**src/rtl/write_back_pkg.sv**
```systemverilog
// ----------------------------------------------------------------------------
// Package wb_pkg
// Shared widths, the zero-register constant and the MEM/WB pipeline record
// used by the write-back stage.
//   DATA_W     : datapath / register width
//   REG_ADDR_W : register index width
//   NUM_REGS   : architectural register count (2**REG_ADDR_W)
// ----------------------------------------------------------------------------
package wb_pkg;

    localparam int DATA_W     = 32;
    localparam int REG_ADDR_W = 5;
    localparam int NUM_REGS   = 2 ** REG_ADDR_W;

    localparam logic [REG_ADDR_W-1:0] REG_ZERO = '0;

    typedef struct packed {
        logic                  valid;
        logic                  reg_write;
        logic                  mem_to_reg;
        logic [REG_ADDR_W-1:0] write_reg;
        logic [DATA_W-1:0]     read_data;
        logic [DATA_W-1:0]     alu_res;
    } memwb_t;

    function automatic logic is_zero_reg(input logic [REG_ADDR_W-1:0] idx);
        return idx == REG_ZERO;
    endfunction

endpackage

```
**src/rtl/write_back_reg_file.sv**
```systemverilog
// ----------------------------------------------------------------------------
// Module reg_file
// Architectural register file: two asynchronous read ports, one synchronous
// write port, asynchronous active-low clear. Register 0 always reads zero and
// ignores writes.
// Ports:
//   clk              rising-edge clock
//   reset            asynchronous active-low clear
//   we/waddr/wdata   write port (sampled on the rising edge)
//   raddr_a/rdata_a  read port A (combinational)
//   raddr_b/rdata_b  read port B (combinational)
// ----------------------------------------------------------------------------
module reg_file #(
    parameter int WIDTH  = 32,
    parameter int ADDR_W = 5,
    parameter int DEPTH  = 32
) (
    input  logic              clk,
    input  logic              reset,
    input  logic              we,
    input  logic [ADDR_W-1:0] waddr,
    input  logic [WIDTH-1:0]  wdata,
    input  logic [ADDR_W-1:0] raddr_a,
    input  logic [ADDR_W-1:0] raddr_b,
    output logic [WIDTH-1:0]  rdata_a,
    output logic [WIDTH-1:0]  rdata_b
);

    logic [WIDTH-1:0] regs [DEPTH];

    always_ff @(posedge clk or negedge reset) begin
        if (!reset) begin
            for (int i = 0; i < DEPTH; i++) begin
                regs[i] <= '0;
            end
        end else if (we && (waddr != '0)) begin
            regs[waddr] <= wdata;
        end
    end

    // Entry 0 is never written, but the read is forced anyway so r0 stays
    // zero regardless of how the write side is driven.
    assign rdata_a = (raddr_a == '0) ? '0 : regs[raddr_a];
    assign rdata_b = (raddr_b == '0) ? '0 : regs[raddr_b];

endmodule

```
**src/rtl/write_back.sv**
```systemverilog
// ----------------------------------------------------------------------------
// Module write_back
// Final pipeline stage: MEM/WB pipeline register, load/ALU result select,
// register-file commit, decode read ports and a committed-instruction counter.
// Optional feature macro: WB_BYPASS_EN -- when defined, the read ports forward
// wb_data for a matching pending write in the same cycle.
// Ports:
//   clk, reset                  clock, asynchronous active-low reset
//   stall, flush                hold / bubble the MEM/WB register (flush wins)
//   in_valid, in_reg_write,
//   in_mem_to_reg, in_write_reg,
//   read_data, alu_res          instruction leaving the memory-access stage
//   rs_addr/rs_data,
//   rt_addr/rt_data             decode read ports
//   wb_valid                    MEM/WB holds a live instruction
//   wb_reg_write                qualified write enable (valid, writes, dest != 0)
//   wb_write_reg, wb_data       destination index and selected value
//   retired                     committed-instruction count (wraps)
// ----------------------------------------------------------------------------
module write_back
    import wb_pkg::*;
(
    input  logic                  clk,
    input  logic                  reset,
    input  logic                  stall,
    input  logic                  flush,
    input  logic                  in_valid,
    input  logic                  in_reg_write,
    input  logic                  in_mem_to_reg,
    input  logic [REG_ADDR_W-1:0] in_write_reg,
    input  logic [DATA_W-1:0]     read_data,
    input  logic [DATA_W-1:0]     alu_res,
    input  logic [REG_ADDR_W-1:0] rs_addr,
    input  logic [REG_ADDR_W-1:0] rt_addr,
    output logic [DATA_W-1:0]     rs_data,
    output logic [DATA_W-1:0]     rt_data,
    output logic                  wb_valid,
    output logic                  wb_reg_write,
    output logic [REG_ADDR_W-1:0] wb_write_reg,
    output logic [DATA_W-1:0]     wb_data,
    output logic [31:0]           retired
);

    memwb_t            memwb_q;
    logic              commit_done;
    logic              commit_en;
    logic [DATA_W-1:0] rf_rs_data;
    logic [DATA_W-1:0] rf_rt_data;

    // The entry currently in MEM/WB is committed/counted on the edge where it
    // is live and not yet done. While stalled it stays put, so commit_done
    // records that it has already been processed; any newly captured entry
    // (including a flush bubble) starts fresh.
    always_ff @(posedge clk or negedge reset) begin
        if (!reset) begin
            memwb_q     <= '0;
            commit_done <= 1'b0;
        end else if (flush) begin
            memwb_q     <= '0;
            commit_done <= 1'b0;
        end else if (stall) begin
            commit_done <= memwb_q.valid;
        end else begin
            memwb_q.valid      <= in_valid;
            memwb_q.reg_write  <= in_reg_write;
            memwb_q.mem_to_reg <= in_mem_to_reg;
            memwb_q.write_reg  <= in_write_reg;
            memwb_q.read_data  <= read_data;
            memwb_q.alu_res    <= alu_res;
            commit_done        <= 1'b0;
        end
    end

    always_ff @(posedge clk or negedge reset) begin
        if (!reset) begin
            retired <= '0;
        end else if (memwb_q.valid && !commit_done) begin
            retired <= retired + 32'd1;
        end
    end

    assign wb_valid     = memwb_q.valid;
    assign wb_write_reg = memwb_q.write_reg;
    assign wb_data      = memwb_q.mem_to_reg ? memwb_q.read_data : memwb_q.alu_res;
    assign wb_reg_write = memwb_q.valid && memwb_q.reg_write
                          && !is_zero_reg(memwb_q.write_reg);
    assign commit_en    = wb_reg_write && !commit_done;

    reg_file #(
        .WIDTH  (DATA_W),
        .ADDR_W (REG_ADDR_W),
        .DEPTH  (NUM_REGS)
    ) u_reg_file (
        .clk     (clk),
        .reset   (reset),
        .we      (commit_en),
        .waddr   (memwb_q.write_reg),
        .wdata   (wb_data),
        .raddr_a (rs_addr),
        .raddr_b (rt_addr),
        .rdata_a (rf_rs_data),
        .rdata_b (rf_rt_data)
    );

`ifdef WB_BYPASS_EN
    // Write-before-read: decode sees the pending value in the same cycle.
    // wb_reg_write already excludes r0, so a zero address never forwards.
    always_comb begin
        rs_data = rf_rs_data;
        rt_data = rf_rt_data;
        if (wb_reg_write && (rs_addr == memwb_q.write_reg)) begin
            rs_data = wb_data;
        end
        if (wb_reg_write && (rt_addr == memwb_q.write_reg)) begin
            rt_data = wb_data;
        end
    end
`else
    assign rs_data = rf_rs_data;
    assign rt_data = rf_rt_data;
`endif

endmodule

```
**config.mk**
```make
export PLATFORM = sky130hd
export DESIGN_NAME = write_back
export DESIGN_NICKNAME = d
export VERILOG_FILES = /design/src/rtl/write_back_pkg.sv /design/src/rtl/write_back_reg_file.sv /design/src/rtl/write_back.sv
export SDC_FILE = /design/constraint.sdc
export NUM_CORES = 2
export LEC_CHECK = 0
export CORE_UTILIZATION = 36
export CTS_CLUSTER_SIZE = 10
export DETAILED_ROUTE_END_ITERATION = 10
export PLACE_DENSITY = 0.54
export SYNTH_ARGS = -nofsm -noshare
export SYNTH_HDL_FRONTEND = slang
export SYNTH_SLANG_ARGS = --single-unit
```
**constraint.sdc**
```tcl
create_clock -name clk -period 2.03 [get_ports clk]
set_input_delay 0.406 -clock clk [delete_from_list [all_inputs] [get_ports clk]]
set_output_delay 0.406 -clock clk [all_outputs]
set_load 0.02 [all_outputs]
```
==> Yosys cells after proc, flatten, opt, wreduce, memory -nomap -nowiden <==
Index checks and enable logic that the tools add are counted.
{ "classes": {"eq_ne": 1, "addsub": 1, "mux": 16, "magnitude_cmp": 4, "n_reduce_logical": 12, "n_bitwise": 3} }
{ "ops": {"columns": ["cell", "count"], "rows": [
  ["bitwise mux 1024 bit", 1],
  ["binary-select mux 32 bit (select 5 bit)", 2],
  ["two-way mux 32 bit", 8],
  ["demux 32 bit (select 5 bit)", 1],
  ["two-way mux 72 bit", 2],
  ["adder 32 x 1 -> 32 bit (second input constant)", 1],
  ["greater-or-equal comparator 6 bit (second input constant)", 3],
  ["inverter 5 -> 6 bit", 3],
  ["logical NOT 5 bit", 3],
  ["logical AND 1 bit", 6],
  ["less-than comparator 6 x 1 -> 1 bit (second input constant)", 1],
  ["nonzero test 5 bit", 1],
  ["logical NOT 1 bit", 2],
  ["two-way mux 1 bit", 2],
  ["inequality test 2 x 1 -> 1 bit (second input constant)", 1]
]} }
{ "word_totals": {"regBits": 1129, "in_bits": 86, "wordCells": 77, "output_inout_bits": 135} }

==> Logic depth before layout (Yosys ltp) <==
{ "depth": {"depth_word": 6, "ltp_mapped": 8, "mapped_depth_nobuf": 4} }

==> Hierarchy <==
Synthesis repeated with hierarchy kept, for this count alone.
{ "unflattened": {"cells_unflattened": 4178, "area_unflattened_um2": 59328.2} }
{ "modules_own_cells": {"columns": ["module", "area_each_um2", "cells_per_inst", "seq_area_each_um2", "n_inst"], "rows": [
  ["reg_file", 54511.0, 3771, 25624.6, 1],
  ["write_back", 4817.1, 407, 2627.5, 1]
]} }

==> Least setup slack after synthesis <==
Ideal clock, no wire load.
{ "synth_path": {"path_type": "input to output", "startpoint": "input port rs_addr[0]", "endpoint": "output port rs_data[11]", "t_arrival_ns": 2.062, "required_time_ns": 1.624, "path_slack_ns": -0.438, "path_stages": 7, "path_buffers": 4, "path_cell_list": "buf_2 -> inv_1 -> buf_2 -> buf_2 -> clkbuf_1 -> o2111ai_1 -> a311oi_1"} }
{ "synth_between": {"elab_chain_cells": 5, "elab_cells_between_ends": 6, "classes_between": "4 x mux; 1 x bitwise; 1 x reduce/logical"} }
{ "synth_lines": {"columns": ["element", "line", "source"], "rows": [
  ["start: declaration", "write_back.sv:33", "input logic [REG_ADDR_W-1:0] rs_addr,"],
  ["inverter 5 -> 6 bit (not written as such)", "write_back_reg_file.sv:43", "assign rdata_a = (raddr_a == '0) ? '0 : regs[raddr_a];"],
  ["binary-select mux 32 bit (select 5 bit)", "write_back_reg_file.sv:43", null],
  ["two-way mux 32 bit (not written as such) (2 in series)", "write_back_reg_file.sv:43", null],
  ["two-way mux 32 bit *", "write_back_reg_file.sv:43", null],
  ["end: declaration", "write_back.sv:35", "output logic [DATA_W-1:0] rs_data,"]
]} }
Mark *: on every way between the ends. The rest lies on a longest branch, timed or not. The select of a mux whose other input is x is not followed.

==> Worst setup path after layout <==
{ "layout_path": {"startpoint": "register u_reg_file.regs[613] (netlist bit)", "endpoint": "output port rt_data[5]"} }
{ "layout_between": {"elab_chain_cells": 4} }
{ "layout_lines": {"columns": ["element", "line", "source"], "rows": [
  ["start: declaration", "write_back_reg_file.sv:29", "logic [WIDTH-1:0] regs [DEPTH];"],
  ["start signal: indexed assignment", "write_back_reg_file.sv:37", "regs[waddr] <= wdata;"],
  ["binary-select mux 32 bit (select 5 bit)", "write_back_reg_file.sv:44", "assign rdata_b = (raddr_b == '0) ? '0 : regs[raddr_b];"],
  ["two-way mux 32 bit (not written as such) (2 in series)", "write_back_reg_file.sv:44", null],
  ["two-way mux 32 bit", "write_back_reg_file.sv:44", null],
  ["end: declaration", "write_back.sv:36", "output logic [DATA_W-1:0] rt_data,"]
]} }
No other way between the ends. The select of a mux whose other input is x is not followed.

==> summary.md <==
| Metric | Value |
|---|---|
| Async SR Flop Fraction | `1.00` |
| Vias per cell | `5.74` |
| Initial DRC count | `4680` |
| RD Place Congestion | `0.886` |
| Ratio of final minimum period to clock period | `1.46` |
| Total power | `53.8 mW` |
| RSZ-0062 raised after global routing | `yes` |
| Worst hold margin | `0.109 ns` |
| Setup violations, final | `97` |
| Std-Cell Core Area | `0.158 mm2` |
| Simple-gate share of the synthesized area | `0.0942` |
| Final Max Tran Viols | `0` |
| Remaining antenna violation count | `0` |
| Most frequent cell after synthesis | `dfrtp_1` |
| Post-synth top area cell | `dfrtp_1` |
| Post-route DRC violation count | `0` |
| CTS tree | `done` |
| Fraction of synthesized cell area in xor and xnor cells | `0.00472` |
| Max cap viols | `0` |
| VDD IR max | `0.000918 V` |
| Starting density of the core | `0.363` |
| Worst-path clk slew | `0.06 ns` |
| CTS Sinks | `1129` |
| Slowest cell delay on critical path | `0.47 ns` |
| Die width | `402 um` |
| Largest family of logic cells by synthesized area | `multiplexers` |
| WP data arrival | `2.55 ns` |
| Worst r2r dst | `u_reg_file.regs[447]$_DFFE_PN0P_` |
| Worst Hold Launch | `flush` |
| Worst Path Buf+Inv | `2` |
| Worst Hold Path EP | `memwb_q[1]$_DFFE_PN0P_` |
| Min setup slack post-route | `-0.927 ns` |
| Clock Root Buffer | `clkbuf_16` |
| GRT Total Usage | `0.275` |
| Failing checks | `negative setup slack` |
| Post-Layout Cell Count | `8316` |
| Inst Count DP | `8001` |
| Clock buffer count from CTS | `137` |
| Biggest registers after layout | `u_reg_file.regs x1024, memwb_q x66, retired x32` |
| Synth area leaders | `dfrtp_1, mux4_2, o21ai_0, a21oi_1, mux2i_1` |
| Fin crit period | `2.96 ns` |
| Initial antenna violation count | `11` |
| Fill cells | `13.9k` |
| Max Freq | `338 MHz` |
| Vias | `47.8k` |
| Vias in the first global route | `48.1k` |
| Ports | `221` |
| Yosys warns | `0` |
| Path depth of the worst reg2reg path | `8` |
| First-pass GRT wire length | `328000 um` |
| Status | `complete, but fails checks` |
| Port Buffers | `220` |
| Number of cell rows | `146` |
| R2R setup slack | `0.03 ns` |
| DP HPWL | `147000 um` |
| Mux cell area share after synthesis | `0.229` |
| Grt total ovfl | `0` |
| Reg2reg start | `wb_write_reg[3]$_DFFE_PN0P_` |
| Worst-path fanout max | `2` |
| Gate Count Post-Synth | `5165` |
| Layout cells sized above 1 | `0.393` |
| Post-synth top cells | `dfrtp_1, nor2_1, o21ai_0, nand2_1, a21oi_1` |
| Crit start category | `flip-flop` |
| Routed len/inst | `27.7 um` |
| Area grow syn2layout | `37.6%` |
| Die ar. | `0.161 mm2` |
| Post-synthesis compound-gate area fraction | `0.132` |
| Req. time, crit path | `1.62 ns` |
| Largest net degree at the start of global routing | `88` |
| Hold/Removal Path Class | `primary input to flip-flop` |
| Class of the most critical setup path | `flip-flop to output port` |
| Synth Register Bits | `1129` |
| Most flops, register | `u_reg_file.regs` |
| Max FFs per register | `1024` |
| Die extent in y | `402 um` |
| Distinct cells, synth | `48` |
| CP top delay family | `multiplexers` |
| Net Count, Synth | `5252` |
| Post-Synth Adder-Cell Area | `0.000218` |
| Critical Path End Type | `output port` |
| Clock latency on the worst-skew pair | `0.81 ns` |
| Worst Tran Pin Value | `0.694 ns` |
| Leakage | `35.5 nW` |
| Register area share after synthesis | `0.491` |
| Synthesized cell area | `0.0575 mm2` |
| Slew headroom | `0.537` |
| H-tree Lvls | `4` |
| Detailed Routing Iterations Pass 1 | `6` |
| Hold Path Depth | `3` |
| Power per cell area | `681 mW/mm2` |
| Worst path slowest cell | `mux4_2` |
| Final Hold Fails | `0` |
| Main synth FF type | `dfrtp_1` |
| Synthesized area per cell | `11.1 um2` |
| WL final | `230000 um` |
| Number of synthesized flops with an enable pin | `0` |
| Clk_skew | `0.0387 ns` |
| CP cell instances | `buf_6 > mux4_2 > mux2_4 > o21ai_4 > a311oi_4 > buf_12` |
| Synth top area share | `0.491` |
| Clock buffer depth | `3` |
| Nets | `6266` |
[cell type report]
cell class	count	area, um2	share of cell area
antenna	3	7.51	0.0000949
clock buffer	189	3820	0.0483
clock inverter	12	120	0.00152
inverter	41	201	0.00255
multi-input combinational	3428	29600	0.374
sequential	1129	28300	0.357
tap	2072	2590	0.0328
timing repair buffer	1442	14500	0.183
[cells in the final DEF, fill, tap and decap left out, drive strengths merged, types with 6 or more instances in the layout]
cell / instances
xor2: 20
buf: 1325
xnor2: 11
nor2: 598
nand4: 9
clkdlybuf4s50: 72
mux4: 448
a21oi: 513
and3b: 6
clkbuf: 206
mux2i: 232
a221oi: 47
nor2b: 71
dfrtp: 1129
a22oi: 64
clkdlybuf4s15: 8
inv: 45
nand2: 521
nor3: 21
dlygate4sd2: 16
o2111ai: 17
mux2: 65
a311oi: 64
nand3: 22
a211oi: 64
nor3b: 11
clkinv: 8
o21ai: 591
[cells by family after synthesis]
kind of cell,count (synthesis)
AO/OA/AOI/OAI,1360
AND/OR/NAND/NOR,1291
flip-flops,1129
multiplexers,745
buffers and inverters,608
XOR/XNOR,31
adder cells (fa/ha/maj),1
[routing by layer]
metal	wire [um]	up-vias	global-route usage	share of wire
met5	81	-	0	0.00035
met4	10000	12	0.110	0.044
met3	18900	459	0.0555	0.082
met2	107000	2006	0.437	0.47
met1	94100	24600	0.369	0.41
li1	-	20700	-	-
[through the flow]
step / setup slack (ns) / cell area (um2) / setup TNS, ns / util
floorplan: -0.140 / 59100 / -7.14 / -
global placement: -1.21 / 71500 / -64.84 / 0.451
detailed placement: -1.21 / 71500 / -65.24 / 0.451
CTS: -0.977 / 77600 / -76.09 / 0.490
global route: -0.982 / 79100 / -74.52 / 0.499
finish: -0.927 / 79100 / -68.25 / 0.499
[worst max path at each step]
stage | start | end | cells after the start | slack (ns)
after global routing | u_reg_file.regs[527]$_DFFE_PN0P_ | rt_data[15] | 6 | -0.98
after floorplan | rs_addr[4] | rs_data[11] | 7 | -0.14
after CTS | u_reg_file.regs[549]$_DFFE_PN0P_ | rt_data[5] | 6 | -0.98
after detailed placement | rs_addr[1] | rs_data[2] | 9 | -1.21
after global placement | rs_addr[1] | rs_data[2] | 9 | -1.21
final | u_reg_file.regs[613]$_DFFE_PN0P_ | rt_data[5] | 6 | -0.93
[power breakdown]
part	total [mW]	switching [mW]	internal, mW
sequential	23.5	0.446	23.0
combinational	7.57	4.22	3.35
clock	22.8	9.81	13.0
total	53.8	14.5	39.4
[worst min-delay path: cells and delay by family]
family | cells | cell delay (ns)
and+or+nand+nor | 1 | 0.12
buffers and inverters | 2 | 0.31
[what timing repair did]
item | CTS | global route
setup buffers | 63 | 60
hold buffers | 1 | 0
cloned | 5 | 17
resized for setup | 732 | 206
hold endpoints to repair | 431 | 0
endpoints found under the setup margin | 168 | 464
pin swaps | 72 | 71
Note: power is estimated with default switching activity, not from simulation.
